$ cat src/rtl/uart_pkg.sv
// Shared UART definitions: transmitter state encoding, data width and baud divisor helper.
package uart_pkg;

   localparam int DATA_BITS = 8;

   typedef enum logic [2:0] {
      ST_IDLE  = 3'd0,
      ST_LOAD  = 3'd1,
      ST_START = 3'd2,
      ST_DATA  = 3'd3,
      ST_STOP  = 3'd4
   } tx_state_e;

   // Integer clocks per bit; the remainder is dropped, so the line runs slightly fast.
   function automatic int calc_div(input int clk_freq, input int baud);
      return clk_freq / baud;
   endfunction

endpackage

$ cat src/rtl/uart_tx_fifo_drain_if.sv
// Read side of the TX byte FIFO as seen by the UART drain (master) and the FIFO itself (slave).
interface uart_tx_fifo_drain_if;

   logic                           fifo_empty;
   logic [uart_pkg::DATA_BITS-1:0] fifo_data;
   logic                           fifo_pop;

   modport master (
      input  fifo_empty,
      input  fifo_data,
      output fifo_pop
   );

   modport slave (
      output fifo_empty,
      output fifo_data,
      input  fifo_pop
   );

endinterface

$ cat src/rtl/uart_baud_cnt.sv
// Bit-period counter: counts 0..DIV-1 and flags the last clock of each bit period.
module uart_baud_cnt #(
   parameter  int DIV = 10,
   localparam int W   = (DIV > 1) ? $clog2(DIV) : 1
) (
   input  logic         clk,
   input  logic         rst,
   input  logic         clr,
   output logic [W-1:0] cnt,
   output logic         tick
);

   localparam logic [W-1:0] CNT_LAST = W'(DIV - 1);

   logic [W-1:0] cnt_reg;

   // Wrapping on the tick keeps every bit exactly DIV clocks, so no drift builds up over a frame.
   always_ff @(posedge clk) begin
      if (rst || clr) begin
         cnt_reg <= '0;
      end else if (tick) begin
         cnt_reg <= '0;
      end else begin
         cnt_reg <= cnt_reg + 1'b1;
      end
   end

   assign cnt  = cnt_reg;
   assign tick = (cnt_reg == CNT_LAST);

endmodule

$ cat src/rtl/uart_tx_fifo_drain.sv
// UART transmitter that pops bytes from the TX FIFO while it is non-empty and sends them 8N1/8N2.
module uart_tx_fifo_drain
   import uart_pkg::*;
#(
   parameter int CLK_FREQ  = 100_000_000,
   parameter int BAUD      = 115_200,
   parameter int STOP_BITS = 1
) (
   input  logic                      clk,
   input  logic                      rst,
   uart_tx_fifo_drain_if.master      fifo,
   output logic                      tx,
   output logic                      busy,
   output logic                      tx_done
);

   localparam int DIV = calc_div(CLK_FREQ, BAUD);
   localparam int CW  = (DIV > 1) ? $clog2(DIV) : 1;
   localparam int BW  = $clog2(DATA_BITS);

   localparam logic [2:0] S_IDLE  = ST_IDLE;
   localparam logic [2:0] S_LOAD  = ST_LOAD;
   localparam logic [2:0] S_START = ST_START;
   localparam logic [2:0] S_DATA  = ST_DATA;
   localparam logic [2:0] S_STOP  = ST_STOP;

   localparam logic [CW-1:0] CNT_PRE   = CW'(DIV - 2);
   localparam logic [BW-1:0] BIT_LAST  = BW'(DATA_BITS - 1);
   localparam logic          STOP_LAST = 1'(STOP_BITS - 1);

   logic [2:0]           state_reg,    state_next;
   logic [DATA_BITS-1:0] shift_reg,    shift_next;
   logic [BW-1:0]        bit_idx_reg,  bit_idx_next;
   logic                 stop_cnt_reg, stop_cnt_next;
   logic                 tx_reg,       tx_next;
   logic                 busy_reg,     busy_next;
   logic                 pop_reg,      pop_next;
   logic                 done_reg,     done_next;

   logic [CW-1:0] baud_cnt;
   logic          baud_tick;
   logic          baud_clr;

   assign baud_clr = (state_reg == S_IDLE) || (state_reg == S_LOAD);

   uart_baud_cnt #(.DIV(DIV)) u_baud (
      .clk  (clk),
      .rst  (rst),
      .clr  (baud_clr),
      .cnt  (baud_cnt),
      .tick (baud_tick)
   );

   // Outputs are registered from the next-state values so they line up with state_reg.
   // The pop is raised while entering IDLE so a queued byte leaves only two idle-high clocks.
   always_comb begin
      state_next    = state_reg;
      shift_next    = shift_reg;
      bit_idx_next  = bit_idx_reg;
      stop_cnt_next = stop_cnt_reg;
      pop_next      = 1'b0;
      done_next     = 1'b0;

      case (state_reg)
         S_IDLE: begin
            if (pop_reg) begin
               state_next = S_LOAD;
            end else if (!fifo.fifo_empty) begin
               pop_next = 1'b1;
            end
         end
         S_LOAD: begin
            shift_next    = fifo.fifo_data;
            bit_idx_next  = '0;
            stop_cnt_next = 1'b0;
            state_next    = S_START;
         end
         S_START: begin
            if (baud_tick) begin
               state_next = S_DATA;
            end
         end
         S_DATA: begin
            if (baud_tick) begin
               shift_next = shift_reg >> 1;
               if (bit_idx_reg == BIT_LAST) begin
                  state_next = S_STOP;
               end else begin
                  bit_idx_next = bit_idx_reg + 1'b1;
               end
            end
         end
         S_STOP: begin
            // One clock early so the registered pulse lands on the final stop clock (needs DIV >= 2).
            if (stop_cnt_reg == STOP_LAST && baud_cnt == CNT_PRE) begin
               done_next = 1'b1;
            end
            if (baud_tick) begin
               if (stop_cnt_reg == STOP_LAST) begin
                  state_next = S_IDLE;
                  pop_next   = !fifo.fifo_empty;
               end else begin
                  stop_cnt_next = 1'b1;
               end
            end
         end
         default: begin
            state_next = S_IDLE;
         end
      endcase

      case (state_next)
         S_START: tx_next = 1'b0;
         S_DATA:  tx_next = shift_next[0];
         default: tx_next = 1'b1;
      endcase

      busy_next = (state_next != S_IDLE);
   end

   always_ff @(posedge clk) begin
      if (rst) begin
         state_reg    <= S_IDLE;
         shift_reg    <= '0;
         bit_idx_reg  <= '0;
         stop_cnt_reg <= 1'b0;
         tx_reg       <= 1'b1;
         busy_reg     <= 1'b0;
         pop_reg      <= 1'b0;
         done_reg     <= 1'b0;
      end else begin
         state_reg    <= state_next;
         shift_reg    <= shift_next;
         bit_idx_reg  <= bit_idx_next;
         stop_cnt_reg <= stop_cnt_next;
         tx_reg       <= tx_next;
         busy_reg     <= busy_next;
         pop_reg      <= pop_next;
         done_reg     <= done_next;
      end
   end

   assign fifo.fifo_pop = pop_reg;
   assign tx            = tx_reg;
   assign busy          = busy_reg;
   assign tx_done       = done_reg;

endmodule

$ cat src/flat_wrapper.sv
// flat-port wrapper written by rule: the top's interface ports become plain ports
module uart_tx_fifo_drain_flat import uart_pkg::*;
#(
   parameter int CLK_FREQ  = 100_000_000,
   parameter int BAUD      = 115_200,
   parameter int STOP_BITS = 1
)
  (clk, rst, tx, busy, tx_done, fifo_fifo_empty, fifo_fifo_data, fifo_fifo_pop);
  uart_tx_fifo_drain_if fifo_i ();
  input  logic clk;
  input  logic rst;
  output logic tx;
  output logic busy;
  output logic tx_done;
  input wire logic [$bits(fifo_i.fifo_empty)-1:0] fifo_fifo_empty;
  input wire logic [$bits(fifo_i.fifo_data)-1:0] fifo_fifo_data;
  output wire logic [$bits(fifo_i.fifo_pop)-1:0] fifo_fifo_pop;
  assign fifo_i.fifo_empty = fifo_fifo_empty;
  assign fifo_i.fifo_data = fifo_fifo_data;
  assign fifo_fifo_pop = fifo_i.fifo_pop;
  uart_tx_fifo_drain #(.CLK_FREQ(CLK_FREQ), .BAUD(BAUD), .STOP_BITS(STOP_BITS)) u_core (.clk(clk), .rst(rst), .fifo(fifo_i), .tx(tx), .busy(busy), .tx_done(tx_done));
endmodule
$ cat config.mk
export PLATFORM = sky130hd
export DESIGN_NAME = uart_tx_fifo_drain_flat
export DESIGN_NICKNAME = d
export VERILOG_FILES = /design/src/rtl/uart_pkg.sv /design/src/rtl/uart_tx_fifo_drain_if.sv /design/src/rtl/uart_baud_cnt.sv /design/src/rtl/uart_tx_fifo_drain.sv /design/src/flat_wrapper.sv
export SDC_FILE = /design/constraint.sdc
export NUM_CORES = 1
export LEC_CHECK = 0
export ABC_AREA = 1
export CAP_MARGIN = 20
export CORE_MARGIN = 8
export CORE_UTILIZATION = 50
export CTS_BUF_LIST = sky130_fd_sc_hd__clkbuf_16
export DETAILED_ROUTE_END_ITERATION = 10
export PLACE_DENSITY = 0.82
export SYNTH_ARGS = -nofsm -noshare
export SYNTH_HDL_FRONTEND = slang
export SYNTH_HIERARCHICAL = 1
export SYNTH_SLANG_ARGS = --single-unit
$ cat constraint.sdc
create_clock -name clk -period 1.6 [get_ports clk]
set_clock_uncertainty 0.2 [all_clocks]
set_input_delay 0.48 -clock clk [delete_from_list [all_inputs] [get_ports clk]]
set_output_delay 0.48 -clock clk [all_outputs]
set_load 0.05 [all_outputs]
# After elaboration in Yosys (flattened, before gate mapping)
# Cells that the tools add are included.
dict set report word_totals {
  reg_bits 29
  latch_bits 0
  ramBits 0
  romBits 0
  out_inout_bits 4
  word_cells 61
  memories 0
}
dict set report op_classes {
  addsub 2
  n_mul 0
  div 0
  order_cmp 0
  eq_ne 12
  n_shift 0
  muxes 22
  n_bitwise 2
  reduce_logical 13
}
# cell count
set ops {}
lappend ops {{3-bit two-way mux} 8}
lappend ops {{10-bit equality test (second input constant)} 2}
lappend ops {{8-bit one-hot mux with 2 select lines} 1}
lappend ops {{3-bit one-hot mux with 5 select lines} 1}
lappend ops {{3-bit by 2-bit equality test with 1-bit output (second input constant)} 4}
lappend ops {{10-bit by 1-bit adder with 10-bit output (second input constant)} 1}
lappend ops {{8-bit two-way mux} 1}
lappend ops {{1-bit two-way mux} 7}
lappend ops {{3-bit equality test (second input constant)} 2}
lappend ops {{1-bit one-hot mux with 2 select lines} 3}
lappend ops {{3-bit one-hot mux with 2 select lines} 1}
lappend ops {{2-bit by 1-bit != test with 1-bit output (second input constant)} 2}
lappend ops {{2-bit AND reduction} 2}
lappend ops {{2-bit nonzero test} 2}
lappend ops {{2-bit OR reduction} 2}
lappend ops {{3-bit by 1-bit adder with 3-bit output (second input constant)} 1}
lappend ops {{3-bit by 1-bit equality test with 1-bit output (second input constant)} 1}
lappend ops {{3-bit logical NOT} 1}
lappend ops {{3-bit AND reduction} 1}
lappend ops {{3-bit nonzero test} 1}
lappend ops {{1-bit logical OR} 2}
lappend ops {{2-bit != test (second input constant)} 1}
lappend ops {{1-bit inverter} 2}
lappend ops {{1-bit logical AND} 1}
lappend ops {{1-bit logical NOT} 1}

# Depth between registers and ports, before layout
dict set report depth {
  depth_word 6
  ltp_mapped 12
}

# Hierarchy
# Netlist, hierarchy kept.
# module instances cells_each area_each_um2 seq_area_each_um2
set modules_own_cells {}
lappend modules_own_cells {uart_tx_fifo_drain 1 143 1001.0 380.4}
lappend modules_own_cells {uart_baud_cnt 1 63 488.0 200.2}

# Worst setup path after synthesis
# Ideal clock, no wire load.
dict set report synth_timing {
  kind {flip-flop to flip-flop}
  start {reg u_core.u_baud.cnt_reg[0], in the netlist u_core/u_baud/cnt[0]}
  end {reg u_core.shift_reg[2]}
  setup_time_ns 0.117
  arrival_ns 1.501
  required_time_ns 1.283
  path_slack_ns -0.218
  stages_incl_launch_ff 13
  period_less_slack_ns 1.818
  path_cell_list {dfxtp_1 -> ha_1 -> nand2_1 -> nor2_1 -> nand3_2 -> inv_1 -> inv_1 -> nor2_8 -> nand2_4 -> nand2_4 -> inv_2 -> nor2_1 -> nor2_1}
}
dict set report synth_via {
  elab_chain_len 3
}
# item line
set synth_rtl {}
lappend synth_rtl {{from (decl)} uart_baud_cnt.sv:15} ;# logic [W-1:0] cnt_reg;
lappend synth_rtl {{from (signal assigned)} uart_baud_cnt.sv:24} ;# cnt_reg <= cnt_reg + 1'b1;
lappend synth_rtl {{10-bit equality test} uart_baud_cnt.sv:29} ;# assign tick = (cnt_reg == CNT_LAST);
lappend synth_rtl {{named net u_core.baud_tick} uart_tx_fifo_drain.sv:41} ;# logic baud_tick;
lappend synth_rtl {{2-bit by 1-bit != test with 1-bit output (no line)} n/a}
lappend synth_rtl {{2-bit AND reduction (no line)} n/a}
lappend synth_rtl {{to (signal assigned)} uart_tx_fifo_drain.sv:133} ;# shift_reg <= shift_next;
lappend synth_rtl {{to (decl)} uart_tx_fifo_drain.sv:32} ;# logic [DATA_BITS-1:0] shift_reg, shift_next;
# The timed path passes the listed nets, and every way through them passes these cells.
# A chain may end at the register's enable or synchronous reset.

# Worst setup path in the final report
dict set report layout_timing {
  start {reg u_core.u_baud.cnt_reg[1], in the netlist u_core/u_baud/cnt[1]}
  end {reg u_core.bit_idx_reg[0]}
}
dict set report layout_via {
  elab_chain_len 3
}
# item line
set layout_rtl {}
lappend layout_rtl {{10-bit equality test} uart_baud_cnt.sv:29}
lappend layout_rtl {{named net u_core.baud_tick} uart_tx_fifo_drain.sv:41}
lappend layout_rtl {{2-bit by 1-bit != test with 1-bit output (no line)} n/a}
lappend layout_rtl {{3-bit AND reduction (no line)} n/a}
lappend layout_rtl {{to (signal assigned)} uart_tx_fifo_drain.sv:134} ;# bit_idx_reg <= bit_idx_next;
lappend layout_rtl {{to (decl)} uart_tx_fifo_drain.sv:33} ;# logic [BW-1:0] bit_idx_reg, bit_idx_next;
# The timed path passes the listed nets, and every way through them passes these cells.

==> run_results.csv <==
group,metric,value,unit
logic_synthesis,async_reset_ff_share,0,%
placed_design,dpl_worst_slack,-0.2685,ns
floorplan,io_pins,15,
detailed_routing,vias,1423,
critical_path,cp_common_cell,"nand2_1",
grt,antenna_found_initial,0,
critical_path,cp.required,1.60,ns
layout,final_layout_size_suffix_gt1_share,31.05,%
floorplan,design.die.area,4980,um2
detailed_routing,first_pass_iters,4,
critical_path,slowest_delay,0.34,ns
clock_network,cts_buffers,5,
layout,fill_cells,230,
timing,fin_tns_setup,-0.5423,ns
timing,maxSlewViolCount,0,
logic_synthesis,synth_fa_ha_area_share,2.521,%
layout,final_cells,281,
layout,regArea,583.1,um2
timing,hold_violations,0,
detailed_routing,routed_wl,3319,um
logic_synthesis,yosys.area_share.simple,41.68,%
clock_network,cts_tree,"built",
critical_path,crit_arrival,1.68,ns
layout,multi_input_area,888.4,um2
placed_design,placed_cells,271,
logic_synthesis,synth_most_common_cell,"nand2_1",
placed_design,place.gp.congestion,0.8373,
grt,first_global_vias,1303,
logic_synthesis,netlist_area,1489,um2
timing,period_share,104.8,%
clock_network,max-clock-path-buffers,2,
critical_path,startpoint_type,"register",
timing,rsz0062_at_grt,"true",
pwr,p_per_area,837.0,nW/um2
detailed_routing,routedWlPerCell,11.81,um
clock_network,cts_root_buf,"clkbuf_16",
logic_synthesis,synth_edf_count,0,
logic_synthesis,netlist-cell-type-count,30,
logic_synthesis,synth.top_cell.area_share,38.99,%
floorplan,initial_core_util,50.42,%
critical_path,crit_chain,"ha_4 > nand2_4 > nor2_4 > nand3_2 > inv_2 > inv_4 > nor2_8 > nand3b_4 > nand2_1 > nand2_1 > nor2_1",
layout,fin_nets,261,
placed_design,hpwl,2223,um
critical_path,crit_type,"reg -> reg",
logic_synthesis,synthTopCellsByCount,"nand2_1 (47), nor2_1 (36), dfxtp_1 (29)",
detailed_routing,drc,0,
worst_hold_path,worstHoldPathType,"reg -> reg",
logic_synthesis,muxShareOfSynthArea,0,%
detailed_routing,via_per_inst,5.064,
clock_network,hold_buffers,0,
floorplan,num_rows,20,
detailed_routing,ant_nets,0,
placed_design,port_buffers,14,
critical_path,setup.worst_path.end_class,"register",
logic_synthesis,synth_top_family_by_area,"simple AND/OR/NAND/NOR gates",
layout,largest_reg_flops,10,
pwr,irDropWorstVdd,0.6621,mV
run_status,outcome,"finished with violations",
timing,fmax,596.5,MHz
floorplan,core_area,2953,um2
layout,n_antenna_cell,0,
critical_path,cpMaxStageDelayCell,"dfxtp_2",
timing,report.final.setup_viol,10,
timing,tightest_slew,0.2915,ns
logic_synthesis,yosysSeqAreaShare,38.99,%
floorplan,fp.dieW,70.57,um
clock_network,path_clk_slew,0.05,ns
detailed_routing,drt_iter0_drc,133,
floorplan,die_h,70.57,um
layout,syn_to_final_growth,42.35,%
logic_synthesis,syn_avg_cell_area,7.228,um2
run_status,violations,"setup timing",
grt,gr-total-overflow,0,
logic_synthesis,syn_inst,206,
clock_network,cts_sinks,29,
grt,track_usage,13.75,%
grt,grt_pass1_wl,5499,um
critical_path,cp_max_fo,6,
timing,period_minus_slack,1.676,ns
clock_network,cts.htree.levels,2,
logic_synthesis,syn-num-nets,220,
logic_synthesis,synth-main-ff-cell,"dfxtp_1",
logic_synthesis,yosysTopAreaCell,"dfxtp_1",
logic_synthesis,ys_seq_elements,29,
timing,setup_ws,-0.07634,ns
logic_synthesis,synth-compound-area-share,6.471,%
grt,grt_max_degree,13,
timing,relSlewSlack,80.54,%
logic_synthesis,yosys_warnings,6,
logic_synthesis,synth-xor-area-share,2.353,%
logic_synthesis,ys_top_cells_by_area,"dfxtp_1 (39%), nand2_1 (12%), nor2_1 (9.1%)",
clock_network,clk_latency,0.27,ns
job,drv_cap,0,
pwr,leakage,0.9670,nW
==> worst paths after layout <==
kind | slack [ns] | start | endpoint | cells past startpoint
min | 0.27 | u_core/stop_cnt_reg | u_core/stop_cnt_reg | 2
max | -0.08 | u_core/u_baud/cnt[1] | u_core/bit_idx_reg[0] | 11
max reg2reg | -0.08 | u_core/u_baud/cnt[1] | u_core/bit_idx_reg[0] | 11
min reg2reg | 0.27 | u_core/stop_cnt_reg | u_core/stop_cnt_reg | 2
==> layout by cell type, fill, tap and decap left out, types with 2 or more instances in the layout <==
cell and instances:
a21oi_2 3, inv_2 3, nand2_2 4, nand3_1 16
nand2_1 44, buf_12 5, nor2_1 27, nand4_1 2
buf_4 21, nor2_2 9, inv_1 23, nor2_4 5
o21ai_0 5, xnor2_1 2, nand2_4 3, a21oi_1 3
dfxtp_1 27, clkdlybuf4s50_1 10, xor2_1 2, nor3_1 3
clkbuf_16 5, nand3_2 7, ha_1 2, dfxtp_2 2
==> where the power goes <==
group | total (mW) | leakage [nW] | switching [mW] | internal [mW]
registers | 0.767 | 0.236 | 0.0194 | 0.748
clock network | 0.843 | 0.0776 | 0.288 | 0.554
logic | 0.164 | 0.653 | 0.0862 | 0.0776
total | 1.77 | 0.967 | 0.394 | 1.38
==> worst max-delay path: cells and delay by family, from the launching register on <==
family / cells / cell delay (ns)
buffers and inverters: 2 / 0.13
and+or+nand+nor: 8 / 0.78
DFF: 1 / 0.34
adders and majority gates: 1 / 0.15
==> per-layer routing <==
metal / global-route usage [%] / share of wire [%] / vias up
met5: 0 / 0 / -
met4: 8.776 / 2.3 / 0
met3: 4.096 / 3.6 / 10
met2: 23.40 / 52 / 20
met1: 14.48 / 42 / 658
li1: - / - / 735
==> layout make-up <==
class	instances	share of cell area [%]
multi-input cells	149	41.91
flip-flops and latches	29	27.51
repair buffers	36	16.88
clock buffers	5	5.903
inverters	26	5.313
well taps	33	1.948
clock inverters	3	0.5313
==> cells by family (layout without fill, tap and decap cells) <==
kind of cell    count (synthesis)  after routing
simple gates                  126            126
flops                          29             29
xor+xnor                        4              4
buf+inv                        28             70
compound gates                 16             16
fa+ha+maj                       3              3
==> through the flow <==
stage                     util, %  hold WS [ns]  power (mW)  cell area [um2]
final                       71.78        0.2700       1.774             2120
after detailed placement    63.73        0.2641      0.9320             1882
after floorplan                 -        0.2321      0.8578             1514
after CTS                   69.28        0.2716       1.786             2046
after global routing        71.78        0.2982       1.847             2120
after global placement      63.73        0.2600      0.9286             1882
==> repair_timing <==
| action | in CTS | in global routing |
|---|---|---|
| pin swaps | 3 | 5 |
| buffers inserted | 1 | 1 |
| setup endpoints to repair | 14 | 17 |
| resized for setup | 8 | 16 |
No activity file was read; power rests on OpenSTA's default activity.
